### src/rtl/onehot_vector_builder_if.sv
`default_nettype none
// ============================================================================
// Module      : onehot_vector_builder_if
// Description : Index-stream input and vector-result output handshake bundle
//               for onehot_vector_builder.
// Revision    : 1.0 - initial release
// ============================================================================
interface onehot_vector_builder_if #(
  parameter int WIDTH = 9,
  parameter int IDX_W = 5,
  parameter int CNT_W = 4
);
  logic             in_valid;
  logic             in_ready;
  logic [IDX_W-1:0] in_index;
  logic             in_last;
  logic             out_valid;
  logic             out_ready;
  logic [WIDTH-1:0] out_vec;
  logic [CNT_W-1:0] out_count;
  logic             out_err;

  // Producer/consumer side (drives beats, accepts results)
  modport master (
    output in_valid, in_index, in_last, out_ready,
    input  in_ready, out_valid, out_vec, out_count, out_err
  );

  // Builder side
  modport slave (
    input  in_valid, in_index, in_last, out_ready,
    output in_ready, out_valid, out_vec, out_count, out_err
  );
endinterface
`default_nettype wire

### src/rtl/onehot_vector_builder.sv
`default_nettype none
// ============================================================================
// Module      : onehot_vector_builder
// Description : Rebuilds a WIDTH-bit vector from a stream of bit-position
//               indices. A frame closes on the beat carrying in_last; the
//               vector, its population count and an out-of-range error flag
//               are then held on a valid/ready output until taken.
// Revision    : 1.0 - initial release
// ============================================================================
module onehot_vector_builder #(
  parameter int WIDTH = 9,
  parameter int IDX_W = 5,
  parameter int CNT_W = 4
) (
  input  wire logic               clk,
  input  wire logic               rst_n,
  onehot_vector_builder_if.slave  bus
);

  typedef enum logic [0:0] {
    ST_ACCUM = 1'b0,
    ST_HOLD  = 1'b1
  } state_t;

  state_t           r_state;
  state_t           w_state_next;
  logic             r_in_ready;
  logic             w_out_valid;
  logic             w_load;

  logic [WIDTH-1:0] r_acc;
  logic [CNT_W-1:0] r_cnt;
  logic             r_err;
  logic [WIDTH-1:0] r_out_vec;
  logic [CNT_W-1:0] r_out_count;
  logic             r_out_err;

  logic             w_accept;
  logic [WIDTH-1:0] w_hit;
  logic             w_in_range;
  logic             w_is_noop;
  logic             w_new_bit;
  logic [WIDTH-1:0] w_acc_next;
  logic [CNT_W-1:0] w_cnt_next;
  logic             w_err_next;

  assign w_accept = bus.in_valid & r_in_ready;

  // Decode the incoming index into a one-hot hit mask; out-of-range codes give an empty mask
  always_comb begin
    w_hit = '0;
    for (int i = 0; i < WIDTH; i++) begin
      w_hit[i] = (bus.in_index == IDX_W'(i));
    end
  end

  assign w_in_range = |w_hit;
  assign w_is_noop  = &bus.in_index;
  // Count only bits not already present so duplicates leave the count alone
  assign w_new_bit  = |(w_hit & ~r_acc);
  assign w_acc_next = r_acc | w_hit;
  assign w_cnt_next = r_cnt + {{(CNT_W-1){1'b0}}, w_new_bit};
  assign w_err_next = r_err | (~w_in_range & ~w_is_noop);

  // State register; in_ready is registered so it stays low for the first edge after reset
  always_ff @(posedge clk or negedge rst_n) begin
    if (!rst_n) begin
      r_state    <= ST_ACCUM;
      r_in_ready <= 1'b0;
    end else begin
      r_state    <= w_state_next;
      r_in_ready <= (w_state_next == ST_ACCUM);
    end
  end

  // Next-state and handshake outputs
  always_comb begin
    w_state_next = r_state;
    w_out_valid  = 1'b0;
    w_load       = 1'b0;
    case (r_state)
      ST_ACCUM: begin
        if (w_accept && bus.in_last) begin
          w_load       = 1'b1;
          w_state_next = ST_HOLD;
        end
      end
      ST_HOLD: begin
        w_out_valid = 1'b1;
        if (bus.out_ready) begin
          w_state_next = ST_ACCUM;
        end
      end
      default: begin
        w_state_next = ST_ACCUM;
      end
    endcase
  end

  // Accumulate accepted beats; the closing beat's own effect goes straight to the result registers
  always_ff @(posedge clk or negedge rst_n) begin
    if (!rst_n) begin
      r_acc       <= '0;
      r_cnt       <= '0;
      r_err       <= 1'b0;
      r_out_vec   <= '0;
      r_out_count <= '0;
      r_out_err   <= 1'b0;
    end else if (w_load) begin
      r_out_vec   <= w_acc_next;
      r_out_count <= w_cnt_next;
      r_out_err   <= w_err_next;
      r_acc       <= '0;
      r_cnt       <= '0;
      r_err       <= 1'b0;
    end else if (w_accept) begin
      r_acc <= w_acc_next;
      r_cnt <= w_cnt_next;
      r_err <= w_err_next;
    end
  end

  assign bus.in_ready  = r_in_ready;
  assign bus.out_valid = w_out_valid;
  assign bus.out_vec   = r_out_vec;
  assign bus.out_count = r_out_count;
  assign bus.out_err   = r_out_err;

endmodule
`default_nettype wire

### src/flat_wrapper.sv
// flat-port wrapper written by rule: the top's interface ports become plain ports
module onehot_vector_builder_flat 
#(
  parameter int WIDTH = 9,
  parameter int IDX_W = 5,
  parameter int CNT_W = 4
)
  (clk, rst_n, bus_in_valid, bus_in_index, bus_in_last, bus_out_ready, bus_in_ready, bus_out_valid, bus_out_vec, bus_out_count, bus_out_err);
  onehot_vector_builder_if #(.WIDTH(WIDTH), .IDX_W(IDX_W), .CNT_W(CNT_W)) bus_i ();
  input  wire logic clk;
  input  wire logic rst_n;
  input wire logic [$bits(bus_i.in_valid)-1:0] bus_in_valid;
  input wire logic [$bits(bus_i.in_index)-1:0] bus_in_index;
  input wire logic [$bits(bus_i.in_last)-1:0] bus_in_last;
  input wire logic [$bits(bus_i.out_ready)-1:0] bus_out_ready;
  output wire logic [$bits(bus_i.in_ready)-1:0] bus_in_ready;
  output wire logic [$bits(bus_i.out_valid)-1:0] bus_out_valid;
  output wire logic [$bits(bus_i.out_vec)-1:0] bus_out_vec;
  output wire logic [$bits(bus_i.out_count)-1:0] bus_out_count;
  output wire logic [$bits(bus_i.out_err)-1:0] bus_out_err;
  assign bus_i.in_valid = bus_in_valid;
  assign bus_i.in_index = bus_in_index;
  assign bus_i.in_last = bus_in_last;
  assign bus_i.out_ready = bus_out_ready;
  assign bus_in_ready = bus_i.in_ready;
  assign bus_out_valid = bus_i.out_valid;
  assign bus_out_vec = bus_i.out_vec;
  assign bus_out_count = bus_i.out_count;
  assign bus_out_err = bus_i.out_err;
  onehot_vector_builder #(.WIDTH(WIDTH), .IDX_W(IDX_W), .CNT_W(CNT_W)) u_core (.clk(clk), .rst_n(rst_n), .bus(bus_i));
endmodule
### config.mk
export PLATFORM = sky130hd
export DESIGN_NAME = onehot_vector_builder_flat
export DESIGN_NICKNAME = d
export VERILOG_FILES = /design/src/rtl/onehot_vector_builder_if.sv /design/src/rtl/onehot_vector_builder.sv /design/src/flat_wrapper.sv
export SDC_FILE = /design/constraint.sdc
export NUM_CORES = 1
export LEC_CHECK = 0
export ABC_AREA = 1
export ABC_CLOCK_PERIOD_IN_PS = 1350
export CELL_PAD_IN_SITES_DETAIL_PLACEMENT = 0
export CELL_PAD_IN_SITES_GLOBAL_PLACEMENT = 1
export CORE_MARGIN = 2
export CORE_UTILIZATION = 30
export DETAILED_ROUTE_END_ITERATION = 10
export DONT_BUFFER_PORTS = 1
export PLACE_DENSITY = 0.61
export SLEW_MARGIN = 20
export SYNTH_ARGS = -nofsm -noshare
export SYNTH_HDL_FRONTEND = slang
export SYNTH_SLANG_ARGS = --single-unit
### constraint.sdc
create_clock -name clk -period 1.35 [get_ports clk]
set_input_delay 0.27 -clock clk [delete_from_list [all_inputs] [get_ports clk]]
set_output_delay 0.27 -clock clk [all_outputs]
set_load 0.03 [all_outputs]
==> summary.md, run 1 <==
| Metric | Value |
|---|---|
| Via/cell ratio | `4.419` |
| Post-synthesis cell type count | `24` |
| Share of layout cells above drive strength 1 | `31.82%` |
| Syn avg cell area | `8.781 um2` |
| CTS sink cnt | `30` |
| Switching power as a share of total power | `38.22%` |
| Root buffer cell | `clkbuf_8` |
| CP max stage cell | `dfrtp_1` |
| Internal | `0.001798 W` |
| Tightest Hold Check Type | `in2reg` |
| Vias in the first global route | `1,183` |
| Post-placement cell count | `251` |
| Switching power total | `0.001112 W` |
| Grt ovf | `0` |
| DRC | `0` |
| Fmax | `690.1 MHz` |
| Min Clock Period, post-route | `1449 ps` |
| Register area share after synthesis | `51.19%` |
| Cts bufs inserted | `5` |
| # diodes | `0` |
| Final WS setup | `-99.02 ps` |
| RePlAce Congestion | `0.8266` |
| Mapped Nets | `179` |
| Routed Antenna Nets | `0` |
| Setup crit start | `u_core.r_acc[8]` |
| Largest net degree at the start of global routing | `31` |
| Clk slew on worst S/H paths | `60 ps` |
| Via count | `1,171` |
| Worst r2r src | `u_core.r_acc[8]` |
| Synth Instances | `167` |
| Part of the power in registers | `53.1%` |
| HPWL Detailed | `2.365 mm` |
| Final setup fails | `6` |
| Share of total power in the clock network | `25.4%` |
| Max-slew violation count | `0` |
| CP max stage delay | `350 ps` |
| Async set-reset flop share out of synthesis | `100.0%` |
| Synthesized flop and latch total | `30` |
| # IOs | `26` |
| Most instantiated cells after synthesis | `34 x nand2_1, 30 x dfrtp_1, 20 x inv_1` |
| DRT iter0 DRCs | `44` |
| Fill cells | `515` |
| Tcrit/Tclk final | `107.3%` |
| Unrepaired setup endpoints after global routing | `true` |
| WL final | `3.255 mm` |
| R2r endpoint | `u_core.r_cnt[2]` |
| Initial antenna violation count | `0` |
| Row cnt | `25` |
| Mapped Area | `0.001466 mm2` |
| First-pass GRT wire length | `5.485 mm` |
| Max-cap viol count | `0` |
| Max Buffers Root-to-Sink | `2` |
| CP Max Fanout | `2` |
| Die height | `73.92 um` |
| Critical path's top delay family | `simple AND/OR/NAND/NOR gates` |
| Router iterations before antenna repair | `4` |
| End of the critical path | `u_core.r_cnt[2]` |
| Slew headroom | `78.98%` |
| Total die area | `0.005463 mm2` |
| Area contributors post-synth | `dfrtp_1 51%, nand2_1 8.7%, inv_1 5.1%` |
| Comb pwr share | `21.5%` |
| Crit. path cell count | `9` |
| Failing checks | `setup timing` |
| Synth-to-Final Area Change | `27.39%` |
| Nets | `209` |
| Wire per inst | `12.28 um` |
| Most frequent CP cell | `ha_4` |
| Pwr/cell area | `1558 mW/mm2` |
| CTS tree | `built` |
| Worst Clk Skew | `1.499 ps` |
| Fin. Hold Viols | `0` |
| Kind of critical path | `reg2reg` |
| Arrival @ worst endpoint | `1610 ps` |
| GR Util All Layers | `13.54%` |
| Status | `finished with violations` |
| Maximum vdd drop | `0.5253 mV` |
| Leakage | `0.8846 nW` |
| WP data required | `1510 ps` |
| Skew-Pair Late Insertion Delay | `280 ps` |
| Slew at the pin closest to its max-slew limit | `315.3 ps` |
| Number of synthesized flops with an enable pin | `0` |
| Ys flop type | `dfrtp_1` |
| Most numerous cell in the Yosys netlist | `nand2_1` |
| R2r worst-path depth | `9` |
| Crit path launch type | `flop` |
| Port Buf Inserts | `0` |
| Starting Density | `31.05%` |
| Layout Cells excl Fill | `265` |
| Crit path buffers/inverters | `1` |
| Syn. warnings | `0` |
| Die extent in x | `73.92 um` |
| Core area | `0.004723 mm2` |
| CP endpoint kind | `flop` |
| Top cell type's share of synthesized area | `51.19%` |
| Crit-path cells | `inv_2, nand4_1, nand3_1, nor2_1, nand2_1, ha_4, ha_4, xnor2_2, o21ai_1` |
| Final core utilization | `39.55%` |
| R2R Setup Slk | `-100 ps` |
| H-tree depth | `2` |
| Cell taking the most area after synthesis | `dfrtp_1` |
[metrics by stage]
step	hold WS, ps	instance area, um2	setup TNS, ps	total power, W	setup slack (ps)
after floorplan	-25.59	1466	-568.2	0.001937	-117.5
after global routing	68.84	1868	-952.0	0.003119	-187.2
after global placement	-24.29	1670	-1051	0.002088	-210.1
after detailed placement	-24.40	1670	-1325	0.002100	-245.8
final	81.44	1868	-452.2	0.002910	-99.02
after CTS	71.61	1841	-590.6	0.002934	-121.1
[logic make-up (layout without fill, tap and decap cells)]
family	count (synthesis)	in the layout	synth area share [%]
AOI/OAI and AO/OA	36	36	14.33
and+or+nand+nor	67	67	22.44
DFF	30	30	51.19
buffers and inverters	30	61	9.130
xor gates and xnor gates	2	2	1.195
adders and majority gates	2	2	1.706
[cells in the final DEF (no fill, tap or decap), drive strengths merged]
| cell | Yosys | final |
|---|---|---|
| a21oi | 7 | 7 |
| a31oi | 6 | 6 |
| buf | 3 | 25 |
| clkbuf | 0 | 7 |
| clkinv | 0 | 1 |
| dfrtp | 30 | 30 |
| dlygate4sd3 | 0 | 1 |
| ha | 2 | 2 |
| inv | 27 | 27 |
| nand2 | 37 | 37 |
| nand3 | 10 | 10 |
| nand3b | 1 | 1 |
| nand4 | 3 | 3 |
| nor2 | 16 | 16 |
| o21ai | 23 | 23 |
| xnor2 | 1 | 1 |
| xor2 | 1 | 1 |
[metal layers]
layer	wire [um]	track usage, %
met1	1476	16.08
met2	1573	22.12
met3	150	4.527
met4	55	6.263
met5	0	0
[power by group through the flow]
stage | clock (W) | combinational (W) | sequential (W)
final | 0.000739 | 0.000626 | 0.00155
after CTS | 0.000772 | 0.000619 | 0.00154
after global placement | 0 | 0.000544 | 0.00154
after floorplan | 0 | 0.000410 | 0.00153
after detailed placement | 0 | 0.000551 | 0.00155
after global routing | 0.000820 | 0.000723 | 0.00158
[worst min path at each step]
stage	start	end	slack, ps	cells after the start
global route	bus_out_ready	u_core.r_state	70	1
global placement	rst_n	u_core.bus.out_vec[3]	-20	0
detailed placement	rst_n	u_core.bus.out_vec[0]	-20	0
CTS	bus_out_ready	u_core.r_state	70	1
finish	bus_out_ready	u_core.r_state	80	1
floorplan	rst_n	u_core.bus.in_ready	-30	0
[repair_timing]
action,in CTS,in global routing
endpoints found under the setup margin,6,9
pin swaps,2,1
hold buffers,2,0
hold endpoints to repair,30,0
setup buffers,2,2
gates resized for setup,12,4
[flip-flops by register name, indices dropped and copies added (netlist names)]
| name | flops |
|---|---|
| u_core.r_err | 1 |
| u_core.r_state | 1 |
| u_core.bus.out_err | 1 |
| u_core.r_cnt | 4 |
| u_core.bus.out_vec | 9 |
| u_core.bus.out_count | 4 |
| u_core.bus.in_ready | 1 |
| u_core.r_acc | 9 |
[final cells by class]
| cell class | instances | area (um2) | share of cell area, % |
|---|---|---|---|
| inverters | 27 | 106.4 | 5.693 |
| multi-input cells | 107 | 625.6 | 33.49 |
| clock inverters | 1 | 5.005 | 0.2679 |
| flip-flops and latches | 30 | 750.7 | 40.19 |
| repair buffers | 26 | 210.2 | 11.25 |
| well taps | 67 | 83.83 | 4.488 |
| clock buffers | 7 | 86.33 | 4.622 |
Power figures use the tool's default switching activity.
==> run 2, diff against run 1 <==
--- a/config.mk
+++ b/config.mk
@@ -6,14 +6,15 @@
 export NUM_CORES = 1
 export LEC_CHECK = 0
 export ABC_AREA = 1
-export ABC_CLOCK_PERIOD_IN_PS = 1350
+export ABC_CLOCK_PERIOD_IN_PS = 1400
 export CELL_PAD_IN_SITES_DETAIL_PLACEMENT = 0
 export CELL_PAD_IN_SITES_GLOBAL_PLACEMENT = 1
 export CORE_MARGIN = 2
 export CORE_UTILIZATION = 30
 export DETAILED_ROUTE_END_ITERATION = 10
 export DONT_BUFFER_PORTS = 1
-export PLACE_DENSITY = 0.61
+export GPL_TIMING_DRIVEN = 0
+export PLACE_DENSITY = 0.59
 export SLEW_MARGIN = 20
 export SYNTH_ARGS = -nofsm -noshare
 export SYNTH_HDL_FRONTEND = slang
==> constraint.sdc (replaced) <==
create_clock -name clk -period 1.4 [get_ports clk]
set_input_delay 0.28 -clock clk [delete_from_list [all_inputs] [get_ports clk]]
set_output_delay 0.28 -clock clk [all_outputs]
set_load 0.03 [all_outputs]
==> run 2 against run 1 <==
Net effect: the flow still finishes with violations (setup timing); register-to-register slack gained 30 ps; non-clock buffer count shrank 17; worst setup slack gained 27 ps; first-iteration DRC count grew 59%; power shrank 2.4%; sequential cell count is the same; sequential share of layout area grew 2.1 points; critical endpoint is now u_core.bus.out_count[2]; largest power group unchanged.
==> summary.md, run 2 (synthesized netlist as in run 1, its figures left out) <==
| Metric | Value |
|---|---|
| Status | `finished with violations` |
| Failing checks | `setup timing` |
| Skew-Pair Late Insertion Delay | `280 ps` |
| Starting Density | `31.05%` |
| CTS sink cnt | `30` |
| Via count | `1,154` |
| Hold Crit Endpoint | `u_core.r_state` |
| CTS tree | `built` |
| DRC | `0` |
| First-pass GRT wire length | `5.595 mm` |
| Final WS setup | `-71.80 ps` |
| Router iterations before antenna repair | `4` |
| Max-slew violation count | `0` |
| Setup TNS | `-281.3 ps` |
| Most common cell after layout, fill and taps aside | `nand2_1` |
| Initial antenna violation count | `0` |
| DRT iter0 DRCs | `70` |
| Arrival @ worst endpoint | `1650 ps` |
| Tcrit/Tclk final | `105.1%` |
| HPWL Detailed | `2.247 mm` |
| Largest net degree at the start of global routing | `31` |
| Routed Antenna Nets | `0` |
| Post-Place Worst Slack | `-304.6 ps` |
| Die extent in x | `73.92 um` |
| Via/cell ratio | `4.653` |
| Setup crit start | `u_core.r_acc[8]` |
| Root buffer cell | `clkbuf_8` |
| Max-cap viol count | `0` |
| Row cnt | `25` |
| Crit path launch type | `flop` |
| Synth-to-Final Area Change | `21.33%` |
| Fin Hold WS | `74.69 ps` |
| Wire per inst | `13.15 um` |
| Max Buffers Root-to-Sink | `2` |
| RePlAce Congestion | `0.7432` |
| Pwr/cell area | `1597 mW/mm2` |
| Cts bufs inserted | `5` |
| Fmax | `679.4 MHz` |
| CP endpoint kind | `flop` |
| R2r endpoint | `u_core.bus.out_count[2]` |
| Fill cells | `486` |
| R2r worst-path depth | `9` |
| Core area | `0.004723 mm2` |
| Total die area | `0.005463 mm2` |
| H-tree depth | `2` |
| Fin. Hold Viols | `0` |
| Tightest Hold Check Type | `in2reg` |
| Min-delay src | `bus_out_ready` |
| GR Util All Layers | `13.93%` |
| Worst r2r src | `u_core.r_acc[8]` |
| Hold Path Cell Cnt | `1` |
| # diodes | `0` |
| Final setup fails | `6` |
| Port Buf Inserts | `0` |
| Worst Clk Skew | `5.069 ps` |
| Slew at the pin closest to its max-slew limit | `318.0 ps` |
| WP data required | `1580 ps` |
| Design Power | `0.002841 W` |
| Final Cell Area | `0.001779 mm2` |
| Unrepaired setup endpoints after global routing | `true` |
| CP Max Fanout | `3` |
| Vias in the first global route | `1,224` |
| Leakage | `0.8105 nW` |
| Min Clock Period, post-route | `1472 ps` |
| Kind of critical path | `reg2reg` |
| Grt ovf | `0` |
| # IOs | `26` |
| Nets | `192` |
| WL final | `3.260 mm` |
| Share of layout cells above drive strength 1 | `29.83%` |
| Commonest cells after routing, fill and taps aside | `34 x nand2_1, 28 x dfrtp_1, 13 x inv_1` |
| Clk slew on worst S/H paths | `70 ps` |
| Die height | `73.92 um` |
| Maximum vdd drop | `0.4721 mV` |
| R2R Setup Slk | `-70 ps` |
| Slew headroom | `78.80%` |
| Placed cell areas | `0.001550 mm2` |
-- run 2: cell types whose count changed in the layout (fill, tap and decap cells not counted), sizes merged --
cell  change
buf      -17
-- run 2: through the flow --
step	util [%]	cells
CTS	36.03	245
finish	37.67	248
floorplan	-	167
global route	37.67	248
detailed placement	32.82	234
global placement	32.82	234
-- run 2: critical path, cell delays in order (launching register included) --
cell and delay [ps]:
dfrtp_1 360, inv_2 50, nand4_1 80, nand3_1 100
nor2_1 100, nand2_1 100, ha_4 180, ha_4 170
xnor2_4 150, o21ai_1 70
-- run 2: worst max-delay path by stage --
stage / to / slack, ps / cells past startpoint
after global placement: u_core.r_cnt[2] / -280 / 9
final: u_core.bus.out_count[2] / -70 / 9
after CTS: u_core.r_cnt[2] / -100 / 9
after detailed placement: u_core.r_cnt[2] / -300 / 9
after floorplan: u_core.r_cnt[2] / -80 / 11
after global routing: u_core.bus.out_count[2] / -170 / 9
-- run 2: area by class of cell --
| cell class | instances | area (um2) | share of cell area [%] |
|---|---|---|---|
| Tap cell | 67 | 83.83 | 4.712 |
| Clock inverter | 1 | 5.005 | 0.2813 |
| Inverter | 27 | 106.4 | 5.977 |
| Clock buffer | 7 | 86.33 | 4.852 |
| Multi-Input combinational cell | 107 | 654.4 | 36.78 |
| Sequential cell | 30 | 753.2 | 42.33 |
| Timing Repair Buffer | 6 | 60.06 | 3.376 |
| Buffer | 3 | 30.03 | 1.688 |
-- run 2: metal layers --
layer | global-route usage, % | part of all wire (%) | up-vias
met1 | 16.42 | 45 | 552
met2 | 22.72 | 48 | 22
li1 | - | - | 573
met5 | 0 | 0 | -
met4 | 7.879 | 2.4 | 0
met3 | 3.978 | 4.5 | 7
-- run 2: where the power goes --
group,switching [W],internal [W]
clock network,0.000335,0.000396
logic,0.000335,0.000256
registers,0.000444,0.00108
-- run 2: repair_timing --
action,CTS,global route
hold buffers,2,0
hold endpoints to repair,30,0
gates resized for setup,10,14
setup buffers,1,3
pin swaps,6,8
endpoints found under the setup margin,24,19
==> run 3, diff against run 2 <==
--- a/config.mk
+++ b/config.mk
@@ -14,6 +14,7 @@
 export DETAILED_ROUTE_END_ITERATION = 10
 export DONT_BUFFER_PORTS = 1
 export GPL_TIMING_DRIVEN = 0
+export HOLD_SLACK_MARGIN = 0.03
 export PLACE_DENSITY = 0.59
 export SLEW_MARGIN = 20
 export SYNTH_ARGS = -nofsm -noshare
==> results of run 3 <==
No change in the layout: final DEF, timing and power equal those of run 2.
